**src/rtl/program_sequencer.sv**
```systemverilog
`default_nettype none
// ============================================================================
// Module   : program_sequencer
// Brief    : Launches a program from a 4-entry start-address table, then
//            tracks branch/halt/abort/timeout while the program runs.
// Revision : 1.0  initial release
// ============================================================================
module program_sequencer (
    input  logic        CLK,
    input  logic        Reset_n,
    input  logic        Go,
    input  logic        Abort,
    input  logic [1:0]  Prog_Sel,
    input  logic        Halt_Instr,
    input  logic        Branch_Req,
    input  logic        Branch_Cond,
    input  logic        Zero,
    input  logic        Cfg_We,
    input  logic [1:0]  Cfg_Idx,
    input  logic [7:0]  Cfg_Addr,
    input  logic        Cfg_Max_We,
    input  logic [15:0] Cfg_Max,
    output logic        Start,
    output logic [7:0]  Start_Addr,
    output logic        Branch,
    output logic        Busy,
    output logic        Done,
    output logic        Timeout,
    output logic [15:0] Cycle_Count
);

    localparam logic [31:0] c_TABLE_RST = {8'hC0, 8'h80, 8'h40, 8'h00};
    localparam logic [15:0] c_MAX_RST   = 16'hFFFF;
    localparam logic [15:0] c_COUNT_SAT = 16'hFFFF;

    typedef enum logic [1:0] {
        S_IDLE = 2'd0,
        S_LOAD = 2'd1,
        S_RUN  = 2'd2,
        S_DONE = 2'd3
    } state_t;

    state_t      r_state;
    state_t      w_next_state;

    logic [7:0]  r_table [4];
    logic [15:0] r_max_cycles;
    logic [7:0]  r_start_addr;
    logic [15:0] r_cycle_count;
    logic        r_timeout;

    logic        w_go_accept;
    logic        w_halt_exit;
    logic        w_timeout_exit;
    logic        w_run_stay;

    always_ff @(posedge CLK) begin
        if (!Reset_n) begin
            r_state <= S_IDLE;
        end else begin
            r_state <= w_next_state;
        end
    end

    always_comb begin
        w_next_state   = r_state;
        Start          = 1'b0;
        Busy           = 1'b0;
        Done           = 1'b0;
        Branch         = 1'b0;
        w_go_accept    = 1'b0;
        w_halt_exit    = 1'b0;
        w_timeout_exit = 1'b0;
        w_run_stay     = 1'b0;
        case (r_state)
            S_IDLE: begin
                if (Go && !Abort) begin
                    w_go_accept  = 1'b1;
                    w_next_state = S_LOAD;
                end
            end
            S_LOAD: begin
                Start        = 1'b1;
                Busy         = 1'b1;
                w_next_state = Abort ? S_IDLE : S_RUN;
            end
            S_RUN: begin
                Busy   = 1'b1;
                Branch = Branch_Req & (~Branch_Cond | Zero) & ~Halt_Instr & ~Abort;
                // Abort outranks halt, which outranks the cycle-limit check.
                if (Abort) begin
                    w_next_state = S_IDLE;
                end else if (Halt_Instr) begin
                    w_halt_exit  = 1'b1;
                    w_next_state = S_DONE;
                end else if (r_cycle_count == r_max_cycles) begin
                    w_timeout_exit = 1'b1;
                    w_next_state   = S_DONE;
                end else begin
                    w_run_stay = 1'b1;
                end
            end
            S_DONE: begin
                Done = 1'b1;
                if (Go && !Abort) begin
                    w_go_accept  = 1'b1;
                    w_next_state = S_LOAD;
                end
            end
            default: begin
                w_next_state = S_IDLE;
            end
        endcase
    end

    // The terminating RUN cycle does not count, so the count freezes at the
    // value that was compared when the program stopped.
    always_ff @(posedge CLK) begin
        if (!Reset_n) begin
            r_start_addr  <= 8'h00;
            r_cycle_count <= 16'h0000;
            r_timeout     <= 1'b0;
            r_max_cycles  <= c_MAX_RST;
            for (int i = 0; i < 4; i++) begin
                r_table[i] <= c_TABLE_RST[i*8 +: 8];
            end
        end else begin
            if (w_go_accept) begin
                r_start_addr <= r_table[Prog_Sel];
                r_timeout    <= 1'b0;
            end
            if (w_halt_exit) begin
                r_timeout <= 1'b0;
            end
            if (w_timeout_exit) begin
                r_timeout <= 1'b1;
            end
            if (r_state == S_LOAD) begin
                r_cycle_count <= 16'h0000;
            end else if (w_run_stay && (r_cycle_count != c_COUNT_SAT)) begin
                r_cycle_count <= r_cycle_count + 16'd1;
            end
            if (Cfg_Max_We) begin
                r_max_cycles <= Cfg_Max;
            end
            if (Cfg_We) begin
                r_table[Cfg_Idx] <= Cfg_Addr;
            end
        end
    end

    assign Start_Addr  = r_start_addr;
    assign Timeout     = r_timeout;
    assign Cycle_Count = r_cycle_count;

endmodule
`default_nettype wire

```
**config.mk**
```make
export PLATFORM = sky130hd
export DESIGN_NAME = program_sequencer
export DESIGN_NICKNAME = d
export VERILOG_FILES = /design/src/rtl/program_sequencer.sv
export SDC_FILE = /design/constraint.sdc
export NUM_CORES = 1
export LEC_CHECK = 0
export ABC_AREA = 1
export CAP_MARGIN = 30
export CORE_MARGIN = 1.5
export CORE_UTILIZATION = 55
export DETAILED_ROUTE_END_ITERATION = 8
export DONT_BUFFER_PORTS = 1
export GPL_ROUTABILITY_DRIVEN = 0
export PLACE_DENSITY = 0.76
export SETUP_SLACK_MARGIN = 0.5
export SYNTH_ARGS = -nofsm -noshare
export SYNTH_HDL_FRONTEND = slang
export SYNTH_SLANG_ARGS = --single-unit
export TNS_END_PERCENT = 100
```
**constraint.sdc**
```tcl
create_clock -name CLK -period 2.1 [get_ports CLK]
set_clock_uncertainty 0.1 [all_clocks]
set_input_delay 0.525 -clock CLK [delete_from_list [all_inputs] [get_ports CLK]]
set_output_delay 0.525 -clock CLK [all_outputs]
set_load 0.1 [all_outputs]
```
==> results by stage <==
Setup path:
- The critical path crosses 5 cells after its start point.
- The number of buffers and inverters on the critical path is 2.
- Walking the worst path, the cells encountered are inv_2, ha_4, nand2_8, nor3_4, buf_12.
- The kind of start point of the critical path is a flip-flop.
- At the worst endpoint, the required time is 1470 ps.
- Measured in cells, the most critical reg-to-reg path has a length of 11.
- The sort of element at the end of the critical path is a primary output.
- Along the worst path, the maximum fanout reaches 2.
- The signal arrival time at the worst endpoint is 1390 ps.
- The setup slack of the most critical reg-to-reg path is 200 ps.
- Grouping stages by cell kind, the critical path spends the most delay in flip-flops.
- The type of the setup path with the least slack is flip-flop to primary output.
- For this design, the slowest cell found on the critical path is sky130_fd_sc_hd__dfxtp_4.
- In this design, the stage delay of the slowest critical-path cell is 350 ps.

Timing:
- The count of final hold-check violations came to 0.
- The setup-violating endpoint count in the final report is 0.
- The ratio of final minimum period to clock period is 0.9581.
- The number of max-slew violations in the final report is 0.
- The total negative setup slack is 0 ps.
- At the pin with the least slew margin, the transition time is 498.0 ps.
- Setup repair after global routing could not meet its margin everywhere.
- The maximum clock rate is 497.0 MHz.
- The remaining max-slew budget at the tightest pin is 0.6676.
- The worst path in the final design needs a cycle of 2012 ps, including I/O delays and setup.

Final layout:
- The combined area of the multi-input logic cells is 0.001928 mm2.
- After routing the design area is approximately 0.0053 mm2.
- Summing all flip-flop and latch instances after layout gives roughly 0.0019 mm2.
- In the layout the commonest cells are 95 x sky130_fd_sc_hd__nand2_1, 68 x sky130_fd_sc_hd__nor2_1, 58 x sky130_fd_sc_hd__inv_1.
- The non-filler instance count after layout is approximately 640.
- At the end of the flow, the number of nets in the layout was 598.
- At the end of the flow the core is filled with cells to 0.7815.
- Leaving out fill and tap cells, the most frequent cell in the layout is sky130_fd_sc_hd__nand2_1.
- Compared with the post-synthesis result, the final layout area differs by 38.36%.
- The number of inserted diodes is 0.
- The ratio of cells with drive above 1 in the final layout is 0.2888.
- The layout filler cell count is 419.

Floorplanning:
- The core region is 0.006756 mm2.
- The die boundary width is 86.30 um.
- The total number of placement rows is 30.
- The initial core utilization is 0.5648.
- The die footprint is about 0.0074 mm2.
- 67 I/O pins were placed.
- The height of the die is 86.30 um.

Global routing:
- The largest net degree at the start of global routing is 33.
- The global-route usage over all layers is 0.2868.
- After global routing the overflow that remains totals 0.
- The number of antenna violations at the first check in global routing is 0.
- The number of global-route vias before repair came to 3467.
- The first-pass GRT wire length is 16.39 mm.

Detailed routing:
- The DRC violation count after routing is 0.
- The overall via count from detail_route is 3801.
- The post-detailed-route via-to-cell ratio is 5.930.
- Dividing the detail-routed wire length by the instance count gives 18.11 um.
- The first-pass detailed-route iteration total is 6.
- The sum of routed wire length over all layers is approximately 12 mm.
- After the first detailed-routing iteration, the DRC count stood at roughly 360.
- The number of nets with antenna violations after detailed routing is 0.

Placement:
- The number of buffers inserted by port buffering is 0.
- The post-placement cell count is 592.
- The final HPWL from detailed placement is 6.227 mm.
- In this run the cell area measured after placement is around 0.0043 mm2.

Clock tree:
- The number of buffers created by CTS is 9.
- The clock insertion delay at the later pin of the skew report is between 300 and 400 ps.
- The TritonCTS clock tree is built.
- The tree is rooted in a sky130_fd_sc_hd__clkbuf_8.
- The sink count of the clock tree is 75.
- After clock tree synthesis, the clock-pin slew on the worst setup and hold paths is 90 ps.
- The largest buffer count on any clock path is 2.
- The H-tree generated during clock tree synthesis spans 3 levels.

Synthesis:
- The number of flip-flops and latches in the synthesized netlist is 75.
- The synthesized area per cell is 7.617 um2.
- The cell count after synthesis came out at 501.
- The synthesized netlist net count is 543.
- The prevailing post-synth register cell is sky130_fd_sc_hd__dfxtp_1.
- Of all flip-flops after synthesis, the portion carrying an async set or reset was 0.
- The count of cell types in the netlist is 25.
- In this run, synthesis inferred 32 flip-flops with an integrated enable.
- The post-synthesis sequential area ratio is 0.4774.
- The synthesized cell area is 0.003816 mm2.
- The total number of yosys warnings is 0.

Power:
- The total leakage power is 2.177 nW.
- The worst-case IR drop observed on VDD is 484.3 uV.
- The power density over the cells is about 860 mW/mm2.

Min path:
- The number of stages on the worst hold path is 1.
- The class of the tightest hold or removal check is input port to flip-flop.

Run status:
- The run finished with clean final reports.

Flow run:
- Across the run, the number of max-cap violations was 0.
## synthesized netlist by cell type (4+ instances only)
| cell | n | area [um2] |
|---|---|---|
| sky130_fd_sc_hd__xor2_1 | 7 | 61.31 |
| sky130_fd_sc_hd__ha_1 | 4 | 50.05 |
| sky130_fd_sc_hd__clkbuf_1 | 13 | 48.80 |
| sky130_fd_sc_hd__o21ai_0 | 36 | 180.2 |
| sky130_fd_sc_hd__o32ai_1 | 8 | 70.07 |
| sky130_fd_sc_hd__dfxtp_1 | 43 | 860.8 |
| sky130_fd_sc_hd__nand3_1 | 14 | 70.07 |
| sky130_fd_sc_hd__a21oi_1 | 35 | 175.2 |
| sky130_fd_sc_hd__edfxtp_1 | 32 | 960.9 |
| sky130_fd_sc_hd__a21oi_2 | 7 | 61.31 |
| sky130_fd_sc_hd__inv_1 | 66 | 247.7 |
| sky130_fd_sc_hd__nor2_1 | 75 | 281.5 |
| sky130_fd_sc_hd__nand2_1 | 114 | 427.9 |
| sky130_fd_sc_hd__nand4_1 | 19 | 118.9 |
| sky130_fd_sc_hd__nor3_1 | 8 | 40.04 |
## worst register-to-register path, delay by kind of cell, from the launching register on
kind	cells	cell delay [ps]
compound gates	1	150
buf+inv	2	240
flops	1	380
simple gates	8	960
## final timing paths
path / start / end
worst max-delay path: r_state[0] / Branch
worst min-delay path: Cfg_Max_We / r_max_cycles[0]
worst max register to register: Cycle_Count[1] / Cycle_Count[3]
worst min register to register: r_max_cycles[9] / r_max_cycles[9]
## layout make-up
class,instances,area share
multi-input combinational,339,0.3652
tap,80,0.01896
inverter,69,0.05355
clock buffer,11,0.02488
clock inverter,5,0.01967
timing repair buffer,62,0.1597
sequential,75,0.3581
## where the power goes
group | leakage, nW | internal, mW | switching (mW) | total, mW
Clock | 0.118 | 0.791 | 0.553 | 1.34
Combinational | 1.38 | 0.509 | 0.955 | 1.46
Sequential | 0.680 | 1.63 | 0.0804 | 1.71
Total | 2.18 | 2.93 | 1.59 | 4.52
## repair_timing
action                     CTS  global route
cloned                       3             1
pin swaps                   14            23
setup endpoints to repair   53            49
setup buffers               20             9
hold buffers                 0             0
resized for setup           61            50
## kinds of logic (layout without fill, tap and decap cells)
group / count (synthesis) / in the layout / share of synthesized area
buf+inv: 89 / 147 / 0.09344
compound gates: 87 / 87 / 0.1295
simple gates: 239 / 241 / 0.2705
xor+xnor: 7 / 7 / 0.01607
flops: 75 / 75 / 0.4774
fa+ha+maj: 4 / 4 / 0.01312
## flip-flops by register name, summed over array words and instances, names as in the netlist
register and count:
Cycle_Count 16, Start_Addr 8, r_table 32, r_state 2, Timeout 1, r_max_cycles 16
## metrics by stage
stage               hold WS [ps]  total power [mW]  setup slack, ps
CTS                        170.1             4.378            105.9
global placement           362.9             2.841            345.0
detailed placement         368.8             2.865            307.2
global route               162.5             4.679            38.06
finish                     172.0             4.522            88.00
floorplan                  350.0             2.690            57.58
## layer usage
metal / global-route usage / wire length, um
met1: 0.3792 / 4706
met2: 0.4538 / 5645
met3: 0.07524 / 890
met4: 0.1100 / 365
met5: 0 / 0
Note: power is estimated with default switching activity, not from simulation.
